--- src/rtl/requantize_stream_pkg.sv ---
// Shared defaults and width helpers for the streaming requantizer.
package requantize_stream_pkg;

    localparam int DEF_SIZE        = 4;
    localparam int DEF_IN_WIDTH    = 32;
    localparam int DEF_OUT_WIDTH   = 8;
    localparam int DEF_SHIFT_WIDTH = 6;

    // Wide enough to hold the largest left shift of an accumulator without loss.
    function automatic int wide_width(input int in_width, input int shift_width);
        return in_width + (1 << (shift_width - 1));
    endfunction

    function automatic int count_width(input int size);
        return $clog2(size + 1);
    endfunction

endpackage

--- src/rtl/requantize_stream_if.sv ---
// Valid/ready stream bundle: accumulator beats in, requantized activation beats out.
interface requantize_stream_if
    import requantize_stream_pkg::*;
#(
    parameter int SIZE      = DEF_SIZE,
    parameter int IN_WIDTH  = DEF_IN_WIDTH,
    parameter int OUT_WIDTH = DEF_OUT_WIDTH
);
    logic                      in_valid;
    logic                      in_ready;
    logic [IN_WIDTH*SIZE-1:0]  pixel_in;
    logic                      out_valid;
    logic                      out_ready;
    logic [OUT_WIDTH*SIZE-1:0] pixel_out;

    modport master (
        output in_valid, pixel_in, out_ready,
        input  in_ready, out_valid, pixel_out
    );

    modport slave (
        input  in_valid, pixel_in, out_ready,
        output in_ready, out_valid, pixel_out
    );
endinterface

--- src/rtl/requantize_stream_lane.sv ---
// One requantizer lane: signed shift (optional round-half-up on right shifts when
// REQUANT_ROUND_EN is defined) feeding stage 1, and saturation of the stage-1 value.
module requantize_stream_lane
    import requantize_stream_pkg::*;
#(
    parameter int IN_WIDTH    = DEF_IN_WIDTH,
    parameter int OUT_WIDTH   = DEF_OUT_WIDTH,
    parameter int SHIFT_WIDTH = DEF_SHIFT_WIDTH,
    parameter int WIDE_W      = wide_width(IN_WIDTH, SHIFT_WIDTH)
) (
    input  logic signed [IN_WIDTH-1:0]    acc,
    input  logic signed [SHIFT_WIDTH-1:0] shift,
    output logic signed [WIDE_W-1:0]      wide,
    input  logic signed [WIDE_W-1:0]      wide_p1,
    output logic signed [OUT_WIDTH-1:0]   sat_out,
    output logic                          sat_flag
);
    localparam logic signed [OUT_WIDTH-1:0] SAT_MAX = {1'b0, {(OUT_WIDTH-1){1'b1}}};
    localparam logic signed [OUT_WIDTH-1:0] SAT_MIN = {1'b1, {(OUT_WIDTH-1){1'b0}}};
    localparam logic signed [WIDE_W-1:0]    MAX_W   = WIDE_W'(SAT_MAX);
    localparam logic signed [WIDE_W-1:0]    MIN_W   = WIDE_W'(SAT_MIN);
`ifdef REQUANT_ROUND_EN
    localparam logic signed [WIDE_W-1:0]    ONE_W   = WIDE_W'(1);
`endif

    function automatic logic signed [WIDE_W-1:0] shift_round(
        input logic signed [IN_WIDTH-1:0]    x,
        input logic signed [SHIFT_WIDTH-1:0] s
    );
        logic signed [WIDE_W-1:0] xw;
        logic [SHIFT_WIDTH:0]     amt;
        xw  = WIDE_W'(x);
        // One extra bit so that the most negative shift still yields a positive magnitude.
        amt = -{s[SHIFT_WIDTH-1], s};
        if (s > 0) begin
            return xw <<< s;
        end else if (s < 0) begin
`ifdef REQUANT_ROUND_EN
            xw = xw + (ONE_W <<< (amt - 1'b1));
`endif
            return xw >>> amt;
        end
        return xw;
    endfunction

    function automatic logic is_sat(input logic signed [WIDE_W-1:0] v);
        return (v > MAX_W) || (v < MIN_W);
    endfunction

    function automatic logic signed [OUT_WIDTH-1:0] saturate(input logic signed [WIDE_W-1:0] v);
        if (v > MAX_W) return SAT_MAX;
        if (v < MIN_W) return SAT_MIN;
        return v[OUT_WIDTH-1:0];
    endfunction

    assign wide     = shift_round(acc, shift);
    assign sat_out  = saturate(wide_p1);
    assign sat_flag = is_sat(wide_p1);

endmodule

--- src/rtl/requantize_stream.sv ---
// Streaming multi-channel requantizer: per-lane runtime shift, saturation, valid/ready
// flow control and a sticky saturation counter. REQUANT_ROUND_EN enables round-half-up.
module requantize_stream
    import requantize_stream_pkg::*;
#(
    parameter int SIZE          = DEF_SIZE,
    parameter int IN_WIDTH      = DEF_IN_WIDTH,
    parameter int OUT_WIDTH     = DEF_OUT_WIDTH,
    parameter int SHIFT_WIDTH   = DEF_SHIFT_WIDTH,
    parameter int DEFAULT_SHIFT = 0,
    parameter int CNT_WIDTH     = 16
) (
    input  logic                        clock,
    input  logic                        reset,
    requantize_stream_if.slave          s,
    input  logic                        cfg_wr,
    input  logic [SHIFT_WIDTH*SIZE-1:0] cfg_shift,
    input  logic                        sat_clear,
    output logic [CNT_WIDTH-1:0]        sat_count
);
    localparam int WIDE_W = wide_width(IN_WIDTH, SHIFT_WIDTH);
    localparam int NSAT_W = count_width(SIZE);
    localparam int SUM_W  = CNT_WIDTH + NSAT_W;
    localparam logic [CNT_WIDTH-1:0] CNT_MAX = '1;

    logic                      adv;
    logic                      vld_p1;
    logic                      vld_p2;
    logic [SIZE-1:0]           sat_flag;
    logic [OUT_WIDTH*SIZE-1:0] pixel_nxt;
    logic [OUT_WIDTH*SIZE-1:0] pixel_p2;
    logic [NSAT_W-1:0]         nsat;
    logic [SUM_W-1:0]          sat_sum;
    logic [CNT_WIDTH-1:0]      sat_next;

    // The whole pipeline advances together whenever the output slot can move.
    assign adv         = ~vld_p2 | s.out_ready;
    assign s.in_ready  = adv;
    assign s.out_valid = vld_p2;
    assign s.pixel_out = pixel_p2;

    for (genvar i = 0; i < SIZE; i++) begin : g_lane
        logic signed [SHIFT_WIDTH-1:0] shift_q;
        logic signed [WIDE_W-1:0]      wide_p0;
        logic signed [WIDE_W-1:0]      wide_p1;
        logic signed [OUT_WIDTH-1:0]   sat_val;
        logic                          flag;

        // Shift is sampled at acceptance, so a cfg_wr in the same cycle affects only later beats.
        always_ff @(posedge clock or negedge reset) begin
            if (!reset) begin
                shift_q <= SHIFT_WIDTH'(DEFAULT_SHIFT);
            end else if (cfg_wr) begin
                shift_q <= $signed(cfg_shift[SHIFT_WIDTH*i +: SHIFT_WIDTH]);
            end
        end

        requantize_stream_lane #(
            .IN_WIDTH    (IN_WIDTH),
            .OUT_WIDTH   (OUT_WIDTH),
            .SHIFT_WIDTH (SHIFT_WIDTH),
            .WIDE_W      (WIDE_W)
        ) u_lane (
            .acc      ($signed(s.pixel_in[IN_WIDTH*i +: IN_WIDTH])),
            .shift    (shift_q),
            .wide     (wide_p0),
            .wide_p1  (wide_p1),
            .sat_out  (sat_val),
            .sat_flag (flag)
        );

        // Stage 0 -> 1: full-precision shifted value.
        always_ff @(posedge clock) begin
            if (adv && s.in_valid) begin
                wide_p1 <= wide_p0;
            end
        end

        assign pixel_nxt[OUT_WIDTH*i +: OUT_WIDTH] = sat_val;
        assign sat_flag[i] = flag;
    end

    always_ff @(posedge clock or negedge reset) begin
        if (!reset) begin
            vld_p1 <= 1'b0;
            vld_p2 <= 1'b0;
        end else if (adv) begin
            vld_p1 <= s.in_valid;
            vld_p2 <= vld_p1;
        end
    end

    // Stage 1 -> 2: saturated output; bubbles leave the last value in place.
    always_ff @(posedge clock or negedge reset) begin
        if (!reset) begin
            pixel_p2 <= '0;
        end else if (adv && vld_p1) begin
            pixel_p2 <= pixel_nxt;
        end
    end

    always_comb begin
        nsat = '0;
        for (int i = 0; i < SIZE; i++) begin
            nsat = nsat + NSAT_W'(sat_flag[i]);
        end
    end

    assign sat_sum  = SUM_W'(sat_count) + SUM_W'(nsat);
    assign sat_next = (sat_sum > SUM_W'(CNT_MAX)) ? CNT_MAX : sat_sum[CNT_WIDTH-1:0];

    always_ff @(posedge clock or negedge reset) begin
        if (!reset) begin
            sat_count <= '0;
        end else if (sat_clear) begin
            sat_count <= '0;
        end else if (adv && vld_p1) begin
            sat_count <= sat_next;
        end
    end

endmodule

--- src/flat_wrapper.sv ---
// flat-port wrapper written by rule: the top's interface ports become plain ports
module requantize_stream_flat import requantize_stream_pkg::*;
#(
    parameter int SIZE          = DEF_SIZE,
    parameter int IN_WIDTH      = DEF_IN_WIDTH,
    parameter int OUT_WIDTH     = DEF_OUT_WIDTH,
    parameter int SHIFT_WIDTH   = DEF_SHIFT_WIDTH,
    parameter int DEFAULT_SHIFT = 0,
    parameter int CNT_WIDTH     = 16
)
  (clock, reset, cfg_wr, cfg_shift, sat_clear, sat_count, s_in_valid, s_pixel_in, s_out_ready, s_in_ready, s_out_valid, s_pixel_out);
  requantize_stream_if #(.SIZE(SIZE), .IN_WIDTH(IN_WIDTH), .OUT_WIDTH(OUT_WIDTH)) s_i ();
  input  logic clock;
  input  logic reset;
  input  logic cfg_wr;
  input  logic [SHIFT_WIDTH*SIZE-1:0] cfg_shift;
  input  logic sat_clear;
  output logic [CNT_WIDTH-1:0] sat_count;
  input wire logic [$bits(s_i.in_valid)-1:0] s_in_valid;
  input wire logic [$bits(s_i.pixel_in)-1:0] s_pixel_in;
  input wire logic [$bits(s_i.out_ready)-1:0] s_out_ready;
  output wire logic [$bits(s_i.in_ready)-1:0] s_in_ready;
  output wire logic [$bits(s_i.out_valid)-1:0] s_out_valid;
  output wire logic [$bits(s_i.pixel_out)-1:0] s_pixel_out;
  assign s_i.in_valid = s_in_valid;
  assign s_i.pixel_in = s_pixel_in;
  assign s_i.out_ready = s_out_ready;
  assign s_in_ready = s_i.in_ready;
  assign s_out_valid = s_i.out_valid;
  assign s_pixel_out = s_i.pixel_out;
  requantize_stream #(.SIZE(SIZE), .IN_WIDTH(IN_WIDTH), .OUT_WIDTH(OUT_WIDTH), .SHIFT_WIDTH(SHIFT_WIDTH), .DEFAULT_SHIFT(DEFAULT_SHIFT), .CNT_WIDTH(CNT_WIDTH)) u_core (.clock(clock), .reset(reset), .s(s_i), .cfg_wr(cfg_wr), .cfg_shift(cfg_shift), .sat_clear(sat_clear), .sat_count(sat_count));
endmodule
--- config.mk ---
export PLATFORM = sky130hd
export DESIGN_NAME = requantize_stream_flat
export DESIGN_NICKNAME = d
export VERILOG_FILES = /design/src/rtl/requantize_stream_pkg.sv /design/src/rtl/requantize_stream_if.sv /design/src/rtl/requantize_stream_lane.sv /design/src/rtl/requantize_stream.sv /design/src/flat_wrapper.sv
export SDC_FILE = /design/constraint.sdc
export NUM_CORES = 2
export LEC_CHECK = 0
export CORE_AREA = 2 2 304 306
export DETAILED_ROUTE_END_ITERATION = 8
export DIE_AREA = 0 0 306 308
export GPL_TIMING_DRIVEN = 0
export PLACE_DENSITY = 0.55
export SLEW_MARGIN = 20
export SYNTH_ARGS = -nofsm -noshare
export SYNTH_HDL_FRONTEND = slang
export SYNTH_HIERARCHICAL = 1
export SYNTH_SLANG_ARGS = --single-unit
--- constraint.sdc ---
create_clock -name clock -period 7.6 [get_ports clock]
set_input_delay 1.14 -clock clock [delete_from_list [all_inputs] [get_ports clock]]
set_output_delay 1.14 -clock clock [all_outputs]
set_load 0.02 [all_outputs]
==> impl_metrics.tcl <==
set metrics [dict create \
    grt_usage_pct 30.3 \
    grt_max_degree 58 \
    syn_nets 3534 \
    cts_made_buffers 40 \
    rsz0062_at_grt "no" \
    placed_area_um2 35300 \
    crit_family "buffers and inverters" \
    mostFrequentLayoutCell "nand2_1" \
    hold_viol 0 \
    ys_types 82 \
    met1Wirelength_um 60200 \
    fin_crit_sh_pct 67.5 \
    synthesis.area_um2 31500 \
    required_ns 7.81 \
    areaGrowthSynthToFinish_pct 16.2 \
    synth-async-reset-ratio_pct 22.4 \
    drv_cap 0 \
    hp-start "u_core/s.pixel_out[15]" \
    cts_max_path_buffers 3 \
    critical_path.startpoint "u_core/g_lane[0].shift_q[1]" \
    wl_per_cell_um 30.5 \
    die-area_um2 94200 \
    worst_pin_slew_ns 1.14 \
    yosysWarnings 6 \
    routed.top_layer "met5" \
    clock_sinks 330 \
    cp_max_fo 10 \
    yosysSeqAreaShare_pct 30.2 \
    cts_resized 0 \
    rows 111 \
    antenna_cells 0 \
    drive_gt1_share_pct 15.9 \
    ys_ff_latch 330 \
    tns_ns 0 \
    max_clock_freq_mhz 195 \
    postCtsSetupBuffers 0 \
    crit_arrival_ns 5.35 \
    crit_cells 13 \
    r2r-start "u_core/g_lane[0].shift_q[1]" \
    finalNonFillerCells 4839 \
    fin_skew_ns 0.0259 \
    p_total_mw 8.23 \
    fillers 9071 \
    irDropWorstVdd_uv 121 \
    outcome "finished clean" \
    drt-total-wl_um 148000 \
    grt_antenna_before_repair 4 \
    nets 3789 \
    detail-route-antenna-nets 0 \
    stdcell_area_um2 36700 \
    rrSetupSlack_ns 2.47 \
    dr_wl_met3_um 16900 \
    syn-instance-count 3368 \
    critPathLaunchType "flop" \
    whs_ns 0.480 \
    cp_slowest_cell "a2111oi_0" \
    num_vias 32400 \
    avgSynthCellArea_um2 9.36 \
    power_density_nw_per_um2 224 \
    setup_violations 0 \
    crit_path_max_incr_delay_ns 0.88 \
    worstSetupEndpointType "flop" \
    overflow 0 \
    relSlewSlack_pct 23.5 \
    hp-class "reg -> reg" \
    worst-path-buf-inv 7 \
    cts_root_buffer "clkbuf_16" \
    synth-edff-count 256 \
    placed_cells 4767 \
    crit_chain "buf_2 > buf_2 > buf_2 > inv_1 > ha_1 > buf_2 > buf_2 > buf_1 > mux4_2 > mux2i_1 > a21oi_1 > a2111oi_0 > o21ai_0" \
    tritoncts "built" \
    seqCellArea_um2 9540 \
    path_class "reg -> reg" \
    holdPathEnd "u_core/s.pixel_out[15]" \
    min_period_ns 5.13 \
    fp.dieW_um 306 \
    timing.final.max_slew_violations 0 \
    r2r_end "u_core/g_lane[0].wide_p1[7]" \
    start_util_pct 34.7 \
    dpl.hpwl_um 115000 \
    clk_pin_slew_worst_paths_ns 0.07 \
    final_cell_mix "nand2_1, mux2i_1, o21ai_0" \
    coreArea_um2 91000 \
    power_leakage_nw 13.1 \
    routed-wl-met2_um 64000 \
    drc 0 \
    whs_path_depth 2 \
    grt_pass1_wl_um 213000 \
    multiInputGateArea_um2 20300 \
    synth_ff_type "edfxtp_1" \
    ctsHoldBuffers 0 \
    grt_pass1_vias 30800 \
    pre_cts_ws_ns 2.81 \
    clk_latency_ns 0.57 \
    io_pins 208 \
    avgViaCountPerCell 6.69 \
    cp_common_cell "buf_2" \
    finalWorstSetupSlack_ns 2.47 \
    gp_congestion 1.05 \
    rr_worst_depth 13 \
    fin_util_pct 40.3 \
    die_h_um 308 \
    io_buffers 206 \
    drt_iter0_drc 4819 \
    cts.htree.levels 2 \
    dr.pass1.iters 6 \
]
## worst max-delay path by stage
stage | to | slack [ns]
6_report | u_core/g_lane[0].wide_p1[7] | 2.47
5_1_grt | u_core/sat_count[6] | 2.53
3_5_place_dp | u_core/g_lane[0].wide_p1[7] | 2.81
2_1_floorplan | u_core/g_lane[0].wide_p1[0] | 2.40
3_3_place_gp | u_core/g_lane[1].wide_p1[3] | 0.43
4_1_cts | u_core/g_lane[0].wide_p1[7] | 2.79
## final cells by class
cell class | count | area share (%)
multi-input cells | 2650 | 55.3
clock buffers | 46 | 2.85
inverters | 84 | 0.860
clock inverters | 26 | 0.836
repair buffers | 213 | 6.04
well taps | 1186 | 4.05
plain buffers | 304 | 4.02
flip-flops and latches | 330 | 26.0
## per-layer routing
layer,up-vias,GRT usage [%]
met2,2336,46.3
met1,15900,41.7
met4,6,11.6
met3,421,6.78
li1,13700,-
met5,-,0.207
## synthesized netlist by cell type (65+ instances only)
master | instances | area, µm²
buf_2 | 98 | 490
inv_1 | 72 | 270
nor2_1 | 199 | 747
dfrtp_1 | 74 | 1850
clkbuf_1 | 150 | 563
o21ai_0 | 268 | 1340
nand2_1 | 477 | 1790
mux2_2 | 120 | 1350
nor4_1 | 77 | 482
nor3_1 | 65 | 325
nand4_1 | 72 | 450
mux4_2 | 196 | 4410
o221ai_1 | 84 | 736
nand3_1 | 75 | 375
a21oi_1 | 161 | 806
edfxtp_1 | 256 | 7690
mux2i_1 | 272 | 2720
## tightest hold or removal path, stage by stage, from the launching register on
cell and delay [ns]:
dfrtp_1 0.34, nand2_1 0.05, nand2_1 0.06
## flip-flops by register name, summed over array words and instances (netlist names)
name                   cells
u_core/sat_count          16
u_core/g_lane.shift_q     24
u_core/s.pixel_out        32
u_core/s.out_valid         1
u_core/g_lane.wide_p1    256
u_core/vld_p1              1
## logic make-up after synthesis
family                     Yosys count  share of synthesized area [%]
muxes                              588                           26.9
adders and majority gates            8                          0.389
xor gates and xnor gates            12                          0.333
and+or+nand+nor                   1114                           16.6
DFF                                330                           30.2
AOI/OAI and AO/OA                  928                           19.8
buffers and inverters              388                           5.67
## where the power goes
group | switching, mW | total, mW | internal [mW]
Combinational | 2.46 | 3.83 | 1.37
Sequential | 0.149 | 2.42 | 2.27
Clock | 0.777 | 1.98 | 1.20
Total | 3.39 | 8.23 | 4.84
No activity file was read; power rests on OpenSTA's default activity.
